File: src/rtl/bus_uart_tx_pkg.sv
// Shared definitions for the memory-mapped UART transmitter: register map,
// STATUS layout, shifter states and the divisor helper.
package bus_uart_tx_pkg;

  localparam int unsigned DATA_W = 32;
  localparam int unsigned ADDR_W = 2;
  localparam int unsigned STRB_W = 4;
  localparam int unsigned BYTE_W = 8;
  localparam int unsigned DIV_W  = 16;
  localparam int unsigned BIT_W  = 3;

  localparam logic [ADDR_W-1:0] REG_DATA    = 2'd0;
  localparam logic [ADDR_W-1:0] REG_STATUS  = 2'd1;
  localparam logic [ADDR_W-1:0] REG_DIVISOR = 2'd2;

  localparam int unsigned STAT_BUSY      = 0;
  localparam int unsigned STAT_FULL      = 1;
  localparam int unsigned STAT_EMPTY     = 2;
  localparam int unsigned STAT_OVERFLOW  = 3;
  localparam int unsigned STAT_LEVEL_LSB = 8;
  localparam int unsigned STAT_LEVEL_W   = 8;

  localparam logic [DIV_W-1:0] DEFAULT_DIVISOR_VAL = 16'd434;

  typedef enum logic [1:0] {
    ST_IDLE  = 2'd0,
    ST_START = 2'd1,
    ST_DATA  = 2'd2,
    ST_STOP  = 2'd3
  } tx_state_e;

  // A divisor of zero behaves as one clock per bit.
  function automatic logic [DIV_W-1:0] eff_divisor(input logic [DIV_W-1:0] div);
    return (div == '0) ? DIV_W'(1) : div;
  endfunction

endpackage

File: src/rtl/uart_tx_shifter.sv
// 8N1 serialiser: takes a byte via load_valid/load_ready and shifts it out
// LSB first, each bit lasting max(divisor,1) clocks.
module uart_tx_shifter
  import bus_uart_tx_pkg::*;
(
  input  logic              clock,
  input  logic              reset,
  input  logic              load_valid,
  output logic              load_ready,
  input  logic [BYTE_W-1:0] load_data,
  input  logic [DIV_W-1:0]  divisor,
  output logic              tx,
  output logic              busy
);

  tx_state_e         state_q;
  logic [BYTE_W-1:0] shift_q;
  logic [BIT_W-1:0]  bit_q;
  logic [DIV_W-1:0]  cnt_q;
  logic              tx_q;
  logic [DIV_W-1:0]  reload;
  logic              bit_done;

  // Divisor is sampled only when a new bit starts.
  assign reload     = eff_divisor(divisor) - DIV_W'(1);
  assign bit_done   = (cnt_q == '0);
  assign load_ready = (state_q == ST_IDLE) | ((state_q == ST_STOP) & bit_done);
  assign busy       = (state_q != ST_IDLE);
  assign tx         = tx_q;

  always_ff @(posedge clock) begin
    if (!reset) begin
      state_q <= ST_IDLE;
      tx_q    <= 1'b1;
      shift_q <= '0;
      bit_q   <= '0;
      cnt_q   <= '0;
    end else begin
      case (state_q)
        ST_IDLE: begin
          if (load_valid) begin
            state_q <= ST_START;
            tx_q    <= 1'b0;
            shift_q <= load_data;
            cnt_q   <= reload;
          end
        end
        ST_START: begin
          if (bit_done) begin
            state_q <= ST_DATA;
            tx_q    <= shift_q[0];
            shift_q <= shift_q >> 1;
            bit_q   <= '0;
            cnt_q   <= reload;
          end else begin
            cnt_q <= cnt_q - DIV_W'(1);
          end
        end
        ST_DATA: begin
          if (bit_done) begin
            cnt_q <= reload;
            if (bit_q == BIT_W'(7)) begin
              state_q <= ST_STOP;
              tx_q    <= 1'b1;
            end else begin
              tx_q    <= shift_q[0];
              shift_q <= shift_q >> 1;
              bit_q   <= bit_q + BIT_W'(1);
            end
          end else begin
            cnt_q <= cnt_q - DIV_W'(1);
          end
        end
        ST_STOP: begin
          if (bit_done) begin
            // Back-to-back frames: go straight to the next start bit.
            if (load_valid) begin
              state_q <= ST_START;
              tx_q    <= 1'b0;
              shift_q <= load_data;
              cnt_q   <= reload;
            end else begin
              state_q <= ST_IDLE;
            end
          end else begin
            cnt_q <= cnt_q - DIV_W'(1);
          end
        end
        default: begin
          state_q <= ST_IDLE;
          tx_q    <= 1'b1;
        end
      endcase
    end
  end

endmodule

File: src/rtl/bus_uart_tx.sv
// Bus responder for the UART transmitter: register decode, TX FIFO,
// STATUS/overflow tracking and the divisor register.
module bus_uart_tx
  import bus_uart_tx_pkg::*;
#(
  parameter int unsigned       FIFO_DEPTH      = 8,
  parameter logic [DIV_W-1:0]  DEFAULT_DIVISOR = DEFAULT_DIVISOR_VAL
) (
  input  logic              clock,
  input  logic              reset,
  input  logic              cs,
  input  logic [ADDR_W-1:0] address,
  input  logic [DATA_W-1:0] data_in,
  output logic [DATA_W-1:0] data_out,
  input  logic [STRB_W-1:0] data_strobes,
  input  logic              read,
  input  logic              write,
  output logic              tx,
  output logic              irq
);

  localparam int unsigned PTR_W = (FIFO_DEPTH > 1) ? $clog2(FIFO_DEPTH) : 1;
  localparam int unsigned CNT_W = PTR_W + 1;

  logic [BYTE_W-1:0] mem_q [FIFO_DEPTH];
  logic [PTR_W-1:0]  wr_ptr_q, wr_ptr_d;
  logic [PTR_W-1:0]  rd_ptr_q, rd_ptr_d;
  logic [CNT_W-1:0]  count_q, count_d;
  logic              overflow_q, overflow_d;
  logic [DIV_W-1:0]  divisor_q, divisor_d;

  logic              wr_cyc, rd_cyc;
  logic              push_req, push, drop, pop;
  logic              full, empty;
  logic              status_rd, div_wr;
  logic              load_valid, load_ready, busy;
  logic [DATA_W-1:0] status_word;
  logic              unused_bus;

  // A cycle with both read and write asserted is a write only.
  assign wr_cyc    = cs & write;
  assign rd_cyc    = cs & read & ~write;

  assign full      = (count_q == CNT_W'(FIFO_DEPTH));
  assign empty     = (count_q == '0);
  assign push_req  = wr_cyc & (address == REG_DATA) & data_strobes[0];
  assign push      = push_req & ~full;
  assign drop      = push_req & full;
  assign load_valid = ~empty;
  assign pop       = load_valid & load_ready;
  assign status_rd = rd_cyc & (address == REG_STATUS);
  assign div_wr    = wr_cyc & (address == REG_DIVISOR);
  assign irq       = empty & ~busy;

  assign unused_bus = ^{data_in[DATA_W-1:2*BYTE_W], data_strobes[STRB_W-1:2]};

  always_comb begin
    wr_ptr_d   = wr_ptr_q;
    rd_ptr_d   = rd_ptr_q;
    count_d    = count_q;
    divisor_d  = divisor_q;
    // A dropped push on the same edge as a STATUS read keeps the flag set.
    overflow_d = (overflow_q & ~status_rd) | drop;

    if (push) wr_ptr_d = wr_ptr_q + PTR_W'(1);
    if (pop)  rd_ptr_d = rd_ptr_q + PTR_W'(1);

    case ({push, pop})
      2'b10:   count_d = count_q + CNT_W'(1);
      2'b01:   count_d = count_q - CNT_W'(1);
      default: count_d = count_q;
    endcase

    if (div_wr) begin
      if (data_strobes[0]) divisor_d[BYTE_W-1:0]      = data_in[BYTE_W-1:0];
      if (data_strobes[1]) divisor_d[DIV_W-1:BYTE_W]  = data_in[DIV_W-1:BYTE_W];
    end
  end

  always_ff @(posedge clock) begin
    if (!reset) begin
      wr_ptr_q   <= '0;
      rd_ptr_q   <= '0;
      count_q    <= '0;
      overflow_q <= 1'b0;
      divisor_q  <= DEFAULT_DIVISOR;
    end else begin
      wr_ptr_q   <= wr_ptr_d;
      rd_ptr_q   <= rd_ptr_d;
      count_q    <= count_d;
      overflow_q <= overflow_d;
      divisor_q  <= divisor_d;
    end
  end

  // FIFO storage needs no reset; the pointers define validity.
  always_ff @(posedge clock) begin
    if (reset && push) mem_q[wr_ptr_q] <= data_in[BYTE_W-1:0];
  end

  always_comb begin
    status_word                = '0;
    status_word[STAT_BUSY]     = busy;
    status_word[STAT_FULL]     = full;
    status_word[STAT_EMPTY]    = empty;
    status_word[STAT_OVERFLOW] = overflow_q;
    status_word[STAT_LEVEL_LSB +: STAT_LEVEL_W] = STAT_LEVEL_W'(count_q);
  end

  always_comb begin
    data_out = '0;
    if (rd_cyc) begin
      case (address)
        REG_STATUS:  data_out = status_word;
        REG_DIVISOR: data_out = DATA_W'(divisor_q);
        default:     data_out = '0;
      endcase
    end
  end

  uart_tx_shifter u_shifter (
    .clock      (clock),
    .reset      (reset),
    .load_valid (load_valid),
    .load_ready (load_ready),
    .load_data  (mem_q[rd_ptr_q]),
    .divisor    (divisor_q),
    .tx         (tx),
    .busy       (busy)
  );

endmodule
File: config.mk
export PLATFORM = sky130hd
export DESIGN_NAME = bus_uart_tx
export DESIGN_NICKNAME = d
export VERILOG_FILES = /design/src/rtl/bus_uart_tx_pkg.sv /design/src/rtl/uart_tx_shifter.sv /design/src/rtl/bus_uart_tx.sv
export SDC_FILE = /design/constraint.sdc
export NUM_CORES = 1
export LEC_CHECK = 0
export BUFFER_PORTS_ARGS = -buffer_cell sky130_fd_sc_hd__buf_4
export CORE_ASPECT_RATIO = 0.9
export CORE_MARGIN = 2
export CORE_UTILIZATION = 50
export CTS_CLUSTER_DIAMETER = 40
export DETAILED_ROUTE_END_ITERATION = 12
export PLACE_DENSITY = 0.81
export SYNTH_ARGS = -nofsm -noshare
export SYNTH_HDL_FRONTEND = slang
export SYNTH_HIERARCHICAL = 1
export SYNTH_SLANG_ARGS = --single-unit
File: constraint.sdc
create_clock -name clock -period 4.8 [get_ports clock]
set_input_delay 0.24 -clock clock [delete_from_list [all_inputs] [get_ports clock]]
set_output_delay 0.24 -clock clock [all_outputs]
set_load 0.02 [all_outputs]
[Word level (Yosys, flattened, before mapping)]
Memories as Yosys holds them, arrays and structs flattened. A register that Yosys moved wholly into a read port is not among the register bits.
Cells that the tools add are included.
Operators by class
  multiplexer cells: 35
  eq/ne operators: 15
  reductions and logical operators: 16
  bitwise logic cells: 20
  add/subtract/negate cells: 7
Operators with widths (count)
  16-bit two-way mux: 5
  16-bit case mux with 3 select lines: 1
  8-bit two-way mux: 5
  16-bit logical NOT: 2
  16-bit case mux with 2 select lines: 1
  8-bit case mux with 4 select lines: 1
  16-bit by 1-bit subtractor with 16-bit output, second input constant: 2
  3-bit two-way mux: 5
  1-bit AND: 13
  2-bit two-way mux: 5
  3-bit by 1-bit adder with 3-bit output, second input constant: 3
  2-bit equality test, second input constant: 4
  1-bit two-way mux: 8
  2-bit by 1-bit != test with 1-bit output, second input constant: 4
  2-bit case mux with 4 select lines: 1
  4-bit case mux with 2 select lines: 1
  4-bit AND reduction: 2
  2-bit by 1-bit equality test with 1-bit output, second input constant: 3
  3-bit case mux with 2 select lines: 1
  2-bit nonzero test: 3
  1-bit inverter: 5
  5-bit AND reduction: 1
  4-bit by 1-bit adder with 4-bit output, second input constant: 1
  4-bit equality test, second input constant: 1
  11 further kinds: 15
Storage, ports and cells
  register bits after elaboration: 57
  output and inout port bits: 34
  memory bits (writable): 64
  input bits: 43
  logic and storage cells: 105
  memories: 1
Memory list
  mem_q: depth 8, bits a word 8, read ports 1, clocked after memory_dff 1, wr ports 1, RTL line bus_uart_tx.sv:25  | logic [BYTE_W-1:0] mem_q [FIFO_DEPTH];

[Longest topological paths before layout]
Gate-level depths: netlist of the first run.
  depth in word-level cells: 7
  gate-level depth with buffers: 18
  gate-level depth less buffers: 16

[Modules after synthesis]
The synthesis of the first run kept the hierarchy.
Modules (own cells, without submodules)
  bus_uart_tx: instances 1, cells each 302, area each 4100.2 um2
  uart_tx_shifter: instances 1, cells each 314, area each 2468.6 um2

[Worst setup path after synthesis of the first run]
No wires, ideal clock.
  path type: reg-to-reg
  start: register u_shifter.cnt_q[7]
  end: register count_q[2]
  period minus slack after synthesis: 3415 ps
  setup slack: 1385 ps
  arrival time: 3339 ps
  cell stages (with the launch flop): 18
  cell sequence: dfxtp_1 -> or4_1 -> buf_2 -> or4_4 -> buf_6 -> nor2_4 -> buf_6 -> nand2_1 -> nand2_1 -> nand2_4 -> inv_1 -> ha_1 -> xor2_1 -> ha_1 -> a21oi_1 -> xor2_1 -> or3_1 -> a21boi_0
Between the ends
  longest elaborated chain between the ends: 6
  elaborated cells between the ends (all ways): 8
  those cells by class: eq/ne: 2; mux: 1; bitwise: 3; reduce/logical: 2
RTL lines
  start: declaration: RTL line uart_tx_shifter.sv:19  | logic [DIV_W-1:0] cnt_q;
  start signal: assignment: RTL line uart_tx_shifter.sv:45  | cnt_q <= reload;
  start signal: assignment: RTL line uart_tx_shifter.sv:54  | cnt_q <= reload;
  start signal: assignment: RTL line uart_tx_shifter.sv:56  | cnt_q <= cnt_q - DIV_W'(1);
  16-bit logical NOT *: RTL line uart_tx_shifter.sv:26  | assign bit_done = (cnt_q == '0);
  1-bit AND *: RTL line uart_tx_shifter.sv:27  | assign load_ready = (state_q == ST_IDLE) | ((state_q == ST_STOP) & bit_done);
  1-bit bitwise OR *: RTL line uart_tx_shifter.sv:27
  net load_ready: RTL line bus_uart_tx.sv:36  | logic load_valid, load_ready, busy;
  1-bit AND *: RTL line bus_uart_tx.sv:50  | assign pop = load_valid & load_ready;
  net pop: RTL line bus_uart_tx.sv:33  | logic push_req, push, drop, pop;
  2-bit by 1-bit equality test with 1-bit output or 2-bit equality test (tied branches): RTL line bus_uart_tx.sv:68  | case ({push, pop})
  4-bit case mux with 2 select lines or 2-bit nonzero test (tied branches)
  end signal: assignment: RTL line bus_uart_tx.sv:90  | count_q <= count_d;
  end: declaration: RTL line bus_uart_tx.sv:28  | logic [CNT_W-1:0] count_q, count_d;
Mark *: on every way through the listed nets, which the timed path passes. The rest lies on a longest branch.
A chain may end at the register's enable or synchronous reset.

[Final worst setup path of the first run]
Ends and elaborated chain as after synthesis.

==> flow_summary.json, run 1 <==
{
  "fp.coreArea_um2": 12800,
  "gr-total-overflow": 0,
  "grtUsageTotal_pct": 23.1,
  "use_met2_pct": 37.2,
  "combPwrFrac_pct": 41.3,
  "end_kind": "flop",
  "ir_drop_mv": 0.480,
  "finalSetupViolCount": 0,
  "maxSlewHeadroom_pct": 27.3,
  "synth_ff_type": "edfxtp_1",
  "rsz0062_at_grt": "false",
  "use_met3_pct": 5.82,
  "slowest_stage": "or4_1",
  "placed_area_um2": 6890,
  "mostFrequentLayoutCell": "edfxtp_1",
  "whs_path_depth": 3,
  "setup_tns_ns": 0,
  "synthTopCellsByArea": "edfxtp_1, dfxtp_1, mux4_2, nand2_1, ha_1",
  "p_switching_mw": 1.80,
  "drc_errors": 0,
  "outcome": "completed",
  "start_util_pct": 51.4,
  "maxCapViolCount": 0,
  "switching_share_pct": 40.0,
  "busiest_layer": "met2",
  "fin_cells": 822,
  "ctsHoldBuffers": 0,
  "synth-edff-count": 64,
  "worstPathMaxFanout": 12,
  "route.vias.total": 5117,
  "place_congestion": 0.911,
  "worstSkewPairLatency_ns": 0.42,
  "crit_chain": "or4_1, or4_4, nor2_4, nand2_1, nand2_1, nand2_4, inv_1, ha_1, xor2_1, ha_1, a21oi_1, xor2_1, or3_1, a21boi_0",
  "cts_root_buf": "clkbuf_16",
  "syn_inst": 616,
  "synth_async_sr_flop_share_pct": 0,
  "cts_sinks": 124,
  "finalCritPeriodShare_pct": 81.3,
  "detail_route.wl_per_cell_um": 19.1,
  "synth_cell_types": 73,
  "crit_required_ns": 5.15,
  "io_pins": 77,
  "clockBufferDepth": 2,
  "startpoint_type": "flop",
  "num_rows": 39,
  "grt_max_degree": 52,
  "criticalPathCategory": "flop to flop",
  "post_cts_buffers": 0,
  "cp_data_arrival_time_ns": 4.25,
  "hold_slack_ns": 0.0389,
  "layout-drive-gt1-share_pct": 18.1,
  "die_w_um": 125,
  "viasPerCell": 6.23,
  "fin_crit_ns": 3.90,
  "grt_pass1_wl_um": 25700,
  "gr-usage-met1_pct": 30.5,
  "hold_class": "input pin to flop",
  "yosys.area.top_type": "edfxtp_1",
  "ys.warnings.count": 6,
  "cts_tree": "built",
  "p_seq_share_pct": 29.6,
  "postRouteAntennaNets": 0,
  "drt-initial-drc-count": 719,
  "hold_viol": 0,
  "synth.top_cell.area_share_pct": 29.3,
  "antenna_found_initial": 0,
  "ff2ff_path_depth": 14,
  "dpl.hpwl_um": 10500,
  "fin_nets": 705,
  "die_area_um2": 14100,
  "port_buffers": 42,
  "cts_buffers": 17,
  "max_freq_mhz": 256,
  "internal_power_mw": 2.70,
  "wl_um": 15700,
  "clkPwrFrac_pct": 29.0,
  "post_cts_resize_count": 0,
  "die_h_um": 113,
  "area_growth_pct": 14.0,
  "final_cell_mix": "edfxtp_1, dfxtp_1, nand2_1, buf_4, nor2_1",
  "seq_area_frac_synth_pct": 47.5,
  "final_cell_area_um2": 7490,
  "leakagePower_nw": 2.74,
  "max_stage_delay_ns": 0.70,
  "skew_ns": 0.00785,
  "first_pass_iters": 6,
  "htree_levels": 4,
  "place_inst": 790,
  "grt_pass1_vias": 5019,
  "antenna_cells": 0,
  "tightestPinTransition_ns": 1.08,
  "path_clk_slew_ns": 0.06,
  "syn_area_per_cell_um2": 10.7,
  "syn_area_um2": 6570,
  "drv_slew": 0,
  "power_density_nw_per_um2": 602,
  "synth-seq-cells": 124
}
-- worst max-delay path: cells and delay by family, from the launching register on --
| family | cells | cell delay [ns] |
|---|---|---|
| buf+inv | 1 | 0.11 |
| fa+ha+maj | 2 | 0.43 |
| xor+xnor | 2 | 0.36 |
| compound gates | 2 | 0.21 |
| flops | 1 | 0.36 |
| simple gates | 7 | 2.36 |
-- Yosys cell counts (5+ instances only) --
cell type,number
a21boi_0,14
a22oi_1,7
a211o_1,7
or4_1,9
o31ai_1,7
nand2b_1,5
a21oi_1,25
nor4_1,11
buf_4,16
xor2_1,6
clkbuf_1,26
nor2_1,32
inv_1,13
buf_2,6
a211oi_1,13
mux2_2,9
or3_1,6
and3_1,10
dfxtp_1,60
mux4_2,16
nand2_1,57
ha_1,17
xnor2_1,15
nand3_1,18
and2_1,7
a31oi_1,6
o211ai_1,5
edfxtp_1,64
buf_6,6
mux2i_1,17
o21ai_0,15
nor3_1,21
-- layout make-up --
cell class              instances  area [um2]
fillers                      1020        5300
multi-input cells             438        3130
flip-flops and latches        124        3120
clock buffers                  17         425
repair buffers                 50         375
well taps                     164         205
clock inverters                15         175
inverters                      14        52.6
-- flip-flops by register name, summed over array words and instances (netlist names), named ones only --
signal / cells
count_q: 4
divisor_q: 16
mem_q: 64
overflow_q: 1
rd_ptr_q: 3
u_shifter/bit_q: 3
u_shifter/cnt_q: 16
u_shifter/shift_q: 8
u_shifter/state_q: 2
u_shifter/tx: 1
wr_ptr_q: 3
-- per-layer routing --
layer  up-vias  routed length [um]
met1      2434                6670
met2       282                7500
li1       2362                   -
met5         -                   0
met3        39                1250
met4         0                 282
-- metrics by stage --
| stage | setup WS [ns] | util [%] | power [mW] |
|---|---|---|---|
| after global routing | 0.760 | 58.6 | 4.75 |
| final | 0.895 | 58.6 | 4.51 |
| after global placement | 1.14 | 53.9 | 3.08 |
| after detailed placement | 1.03 | 53.9 | 3.15 |
| after floorplan | 1.39 | - | 2.83 |
| after CTS | 0.979 | 58.6 | 4.48 |
-- power groups by stage --
stage / Combinational [mW] / Sequential (mW) / Clock (mW)
2_1_floorplan: 1.53 / 1.30 / 0
3_3_place_gp: 1.73 / 1.35 / 0
3_5_place_dp: 1.80 / 1.35 / 0
4_1_cts: 1.82 / 1.33 / 1.32
5_1_grt: 2.01 / 1.35 / 1.39
6_report: 1.86 / 1.33 / 1.31
-- path summary, 6_finish.rpt --
kind | start | endpoint | slack [ns]
worst max-delay path | u_shifter/cnt_q[7] | count_q[2] | 0.90
worst max register to register | u_shifter/cnt_q[7] | count_q[2] | 0.90
worst min register to register | u_shifter/tx | u_shifter/tx | 0.49
worst min-delay path | data_in[8] | divisor_q[8] | 0.04
-- cells by family (layout without fill, tap and decap cells) --
family	count (synthesis)	after routing	synth area share (%)
compound gates	140	140	15.0
xor+xnor	21	21	2.80
fa+ha+maj	17	17	3.24
buf+inv	69	96	5.66
flops	124	124	47.5
mux	42	42	9.62
other cells	1	16	0.0571
simple gates	202	202	16.0
(Power assumes the default switching activity.)
==> run 2, diff against run 1 <==
--- a/config.mk
+++ b/config.mk
@@ -11,7 +11,7 @@
 export CORE_UTILIZATION = 50
 export CTS_CLUSTER_DIAMETER = 40
 export DETAILED_ROUTE_END_ITERATION = 12
-export PLACE_DENSITY = 0.81
+export PLACE_DENSITY = 0.84
 export SYNTH_ARGS = -nofsm -noshare
 export SYNTH_HDL_FRONTEND = slang
 export SYNTH_HIERARCHICAL = 1
==> constraint.sdc (replaced) <==
create_clock -name clock -period 3.55 [get_ports clock]
set_input_delay 0.1775 -clock clock [delete_from_list [all_inputs] [get_ports clock]]
set_output_delay 0.1775 -clock clock [all_outputs]
set_load 0.02 [all_outputs]
==> flow_summary.json, run 2 (same netlist as run 1, synthesis figures left out) <==
{
  "reg.largest.list": "mem_q (64), divisor_q (16), u_shifter/cnt_q (16)",
  "maxCapViolCount": 0,
  "htree_levels": 4,
  "max_stage_delay_ns": 0.56,
  "layout-drive-gt1-share_pct": 19.4,
  "start_util_pct": 51.4,
  "route.vias.total": 5189,
  "ir_drop_mv": 0.489,
  "cts_root_buf": "clkbuf_16",
  "place_congestion": 0.892,
  "gr-total-overflow": 0,
  "tightestPinTransition_ns": 0.894,
  "crit_chain": "inv_1, ha_1, or3b_1, or4_4, nor2_4, nand2_1, nand2_2, nand2_4, inv_1, ha_4, xor2_1, ha_1, a21oi_1, xor2_1, or3_1, a21boi_1",
  "port_buffers": 42,
  "setup_tns_ns": 0,
  "skew_ns": 0.00659,
  "finalSetupViolCount": 0,
  "slowest_stage": "or4_4",
  "worstPathMaxFanout": 5,
  "clockBufferDepth": 2,
  "fp.coreArea_um2": 12800,
  "startpoint_type": "flop",
  "largest_reg_flops": 64,
  "io_pins": 77,
  "rsz0062_at_grt": "false",
  "first_pass_iters": 5,
  "detail_route.wl_per_cell_um": 19.5,
  "drc_errors": 0,
  "mostFrequentLayoutCell": "edfxtp_1",
  "die_w_um": 125,
  "finalCritPeriodShare_pct": 95.5,
  "regMostFlops": "mem_q",
  "crit_path_start": "u_shifter/cnt_q[1]",
  "hold_class": "input pin to flop",
  "crit_required_ns": 3.90,
  "maxSlewHeadroom_pct": 40.2,
  "leakagePower_nw": 2.82,
  "end_kind": "flop",
  "r2r_start": "u_shifter/cnt_q[1]",
  "antenna_found_initial": 0,
  "fin_crit_ns": 3.39,
  "antenna_cells": 0,
  "cts_tree": "built",
  "fin_nets": 717,
  "cts_sinks": 124,
  "power_density_nw_per_um2": 822,
  "die_h_um": 113,
  "viasPerCell": 6.22,
  "final_cell_mix": "edfxtp_1, dfxtp_1, buf_4, nand2_1, nor2_1",
  "max_freq_mhz": 295,
  "finalPower_mw": 6.28,
  "die_area_um2": 14100,
  "postRouteAntennaNets": 0,
  "hold_path.startpoint": "data_in[1]",
  "grtUsageTotal_pct": 23.8,
  "wl_um": 16200,
  "num_rows": 39,
  "hold_viol": 0,
  "grt_pass1_vias": 5251,
  "cts_buffers": 17,
  "outcome": "completed",
  "worstSkewPairLatency_ns": 0.42,
  "drt-initial-drc-count": 553,
  "path_clk_slew_ns": 0.06,
  "dpl.hpwl_um": 10800,
  "drv_slew": 0,
  "cp_data_arrival_time_ns": 3.74,
  "criticalPathCategory": "flop to flop",
  "grt_max_degree": 37,
  "grt_pass1_wl_um": 26600,
  "area_growth_pct": 16.2
}
## run 2: area by class of cell
class | count | area [um2]
Multi-Input combinational cell | 438 | 3150
Clock inverter | 15 | 211
Timing Repair Buffer | 62 | 473
Tap cell | 164 | 205
Fill cell | 992 | 5150
Sequential cell | 124 | 3120
Inverter | 14 | 52.6
Clock buffer | 17 | 425
## run 2: metal layers
layer	routed length (um)	GRT usage [%]	share of wire [%]
met1	6550	29.4	40
met2	8150	41.3	50
met3	1200	5.48	7.4
met4	331	8.96	2.0
met5	0	0	0
## run 2: path summary, 6_finish.rpt
| kind | end | slack (ns) | depth (start not counted) |
|---|---|---|---|
| worst max-delay path | count_q[2] | 0.16 | 16 |
| worst min-delay path | mem_q[3][1] | 0.01 | 1 |
| worst max register to register | count_q[2] | 0.16 | 16 |
| worst min register to register | u_shifter/tx | 0.48 | 1 |
## run 2: critical path: cells and delay by family (launching register included)
kind	cells	cell delay, ns
buffers and inverters	2	0.19
and+or+nand+nor	7	1.70
adders and majority gates	3	0.55
AOI/OAI and AO/OA	2	0.21
xor gates and xnor gates	2	0.33
DFF	1	0.34
## run 2: repair_timing
item	CTS	global route
setup buffers	0	1
resized for setup	0	4
endpoints found under the hold margin	11	0
setup endpoints to repair	0	1
hold buffers	3	0
## run 2: per-stage QoR
stage                     utilization [%]  worst slack, ns  cell area, um2  hold slack [ns]  std cells
final                                59.7            0.158            7640           0.0119        834
after global routing                 59.7           0.0260            7640          0.00282        834
after CTS                            59.6           0.0167            7610          0.00304        833
after detailed placement             54.3           0.0527            6950            0.396        798
after global placement               54.3            0.274            6950            0.389        798
after floorplan                         -            0.135            6630            0.276        631
## run 2: report_power, final
group	internal [mW]	switching, mW	total, mW
clock	1.19	0.664	1.85
combinational	1.03	1.60	2.64
sequential	1.64	0.145	1.78
==> run 3, diff against run 2 <==
==> constraint.sdc (replaced) <==
create_clock -name clock -period 3.55 [get_ports clock]
set_input_delay 0.71 -clock clock [delete_from_list [all_inputs] [get_ports clock]]
set_output_delay 0.71 -clock clock [all_outputs]
set_load 0.02 [all_outputs]
==> flow_summary.json, run 3 (same netlist as run 1, synthesis figures left out) <==
{
  "regMostFlops": "mem_q",
  "layout-drive-gt1-share_pct": 18.8,
  "fin_crit_ns": 3.38,
  "placed_area_um2": 6940,
  "internal_power_mw": 3.64,
  "final_util_pct": 58.7,
  "wl_um": 16100,
  "final_cell_area_um2": 7500,
  "worstPathMaxFanout": 5,
  "leakagePower_nw": 2.75,
  "final_cell_mix": "edfxtp_1, dfxtp_1, buf_4, nand2_1, nor2_1",
  "switching_share_pct": 39.8,
  "r2r_end": "count_q[2]",
  "worstHoldEndpoint": "u_shifter/tx",
  "cts_tree": "built",
  "p_switching_mw": 2.40,
  "cts_root_buf": "clkbuf_16",
  "antenna_cells": 0,
  "startpoint_type": "flop",
  "port_buffers": 42,
  "worstSkewPairLatency_ns": 0.41,
  "die_area_um2": 14100,
  "tightestPinTransition_ns": 0.898,
  "io_pins": 77,
  "viasPerCell": 6.28,
  "first_pass_iters": 5,
  "cts_sinks": 124,
  "htree_levels": 4,
  "finalSetupViolCount": 0,
  "cp_data_arrival_time_ns": 3.71,
  "drt-initial-drc-count": 565,
  "power_density_nw_per_um2": 806,
  "postRouteAntennaNets": 0,
  "largest_reg_flops": 64,
  "place_congestion": 0.882,
  "setup_tns_ns": 0,
  "ir_drop_mv": 0.536,
  "reg.largest.list": "mem_q (64), divisor_q (16), u_shifter/cnt_q (16)",
  "area_growth_pct": 14.2,
  "drc_errors": 0,
  "hold_path.startpoint": "u_shifter/tx",
  "rsz0062_at_grt": "false",
  "end_kind": "flop",
  "hold_viol": 0,
  "num_rows": 39,
  "criticalPathCategory": "flop to flop",
  "whs_path_depth": 1,
  "combPwrFrac_pct": 43.9,
  "clkPwrFrac_pct": 26.5,
  "fill_cells": 997,
  "r2r_start": "u_shifter/cnt_q[0]",
  "route.vias.total": 5214,
  "cts_buffers": 17,
  "maxSlewHeadroom_pct": 39.9,
  "fin_nets": 713,
  "detail_route.wl_per_cell_um": 19.4,
  "grt_pass1_wl_um": 26000,
  "max_freq_mhz": 296,
  "hold_class": "flop to flop",
  "grtUsageTotal_pct": 23.2,
  "grt_pass1_vias": 5103,
  "skew_ns": 0.00691,
  "finalCritPeriodShare_pct": 95.2,
  "reg2reg_slack_ns": 0.17,
  "ctsHoldBuffers": 0,
  "hold_slack_ns": 0.473,
  "maxCapViolCount": 0,
  "outcome": "completed",
  "drv_slew": 0,
  "mostFrequentLayoutCell": "edfxtp_1",
  "grt_max_degree": 52,
  "p_seq_share_pct": 29.6,
  "die_h_um": 113,
  "crit_required_ns": 3.88,
  "gr-total-overflow": 0,
  "clockBufferDepth": 2,
  "ff2ff_path_depth": 16,
  "fp.coreArea_um2": 12800,
  "path_clk_slew_ns": 0.06,
  "antenna_found_initial": 0,
  "dpl.hpwl_um": 10800,
  "start_util_pct": 51.4,
  "die_w_um": 125,
  "finalPower_mw": 6.04
}
-- run 3: worst max-delay path by stage --
stage                            start         end  slack (ns)  depth (start not counted)
floorplan           u_shifter/cnt_q[7]  count_q[2]        0.14                         17
global placement    u_shifter/cnt_q[0]  count_q[2]        0.29                         16
detailed placement  u_shifter/cnt_q[0]  count_q[2]        0.17                         16
CTS                 u_shifter/cnt_q[0]  count_q[2]         0.1                         16
global route        u_shifter/cnt_q[0]  count_q[2]        0.02                         16
finish              u_shifter/cnt_q[0]  count_q[2]        0.17                         16
-- run 3: layer usage --
metal	GRT usage, %	part of all wire (%)
met3	5.58	8.0
met4	7.85	1.6
met1	30.6	42
met5	0	0
met2	38.0	49
-- run 3: worst max-delay path, stage by stage (launching register included) --
cell and delay (ns):
dfxtp_1 0.34, inv_1 0.07, ha_1 0.20, or3b_1 0.39
or4_4 0.56, nor2_4 0.11, nand2_1 0.10, nand2_4 0.13
nand2_4 0.07, inv_1 0.10, ha_1 0.19, xor2_1 0.16
ha_1 0.17, a21oi_1 0.05, xor2_1 0.16, or3_1 0.30
a21boi_0 0.19
-- run 3: timing repair --
action                                  CTS  global route
buffers inserted                          0             1
endpoints found under the setup margin    0             1
resized for setup                         0             2
-- run 3: power groups by stage --
stage | Combinational, mW | Sequential, mW | Clock [mW]
2_1_floorplan | 2.07 | 1.75 | 0
3_3_place_gp | 2.42 | 1.80 | 0
3_5_place_dp | 2.53 | 1.81 | 0
4_1_cts | 2.57 | 1.78 | 1.61
5_1_grt | 2.86 | 1.80 | 1.68
6_report | 2.65 | 1.79 | 1.60
-- run 3: per-stage QoR --
step / std cells / setup slack, ns
floorplan: 631 / 0.135
global placement: 797 / 0.287
detailed placement: 797 / 0.167
CTS: 829 / 0.0991
global route: 830 / 0.0157
finish: 830 / 0.172
-- run 3: area by class of cell --
cell class	count	area (um2)	area share, %
multi-input cells	438	3140	41.8
repair buffers	58	435	5.81
flip-flops and latches	124	3120	41.6
clock buffers	20	447	5.96
clock inverters	12	97.6	1.30
well taps	164	205	2.74
inverters	14	52.6	0.701
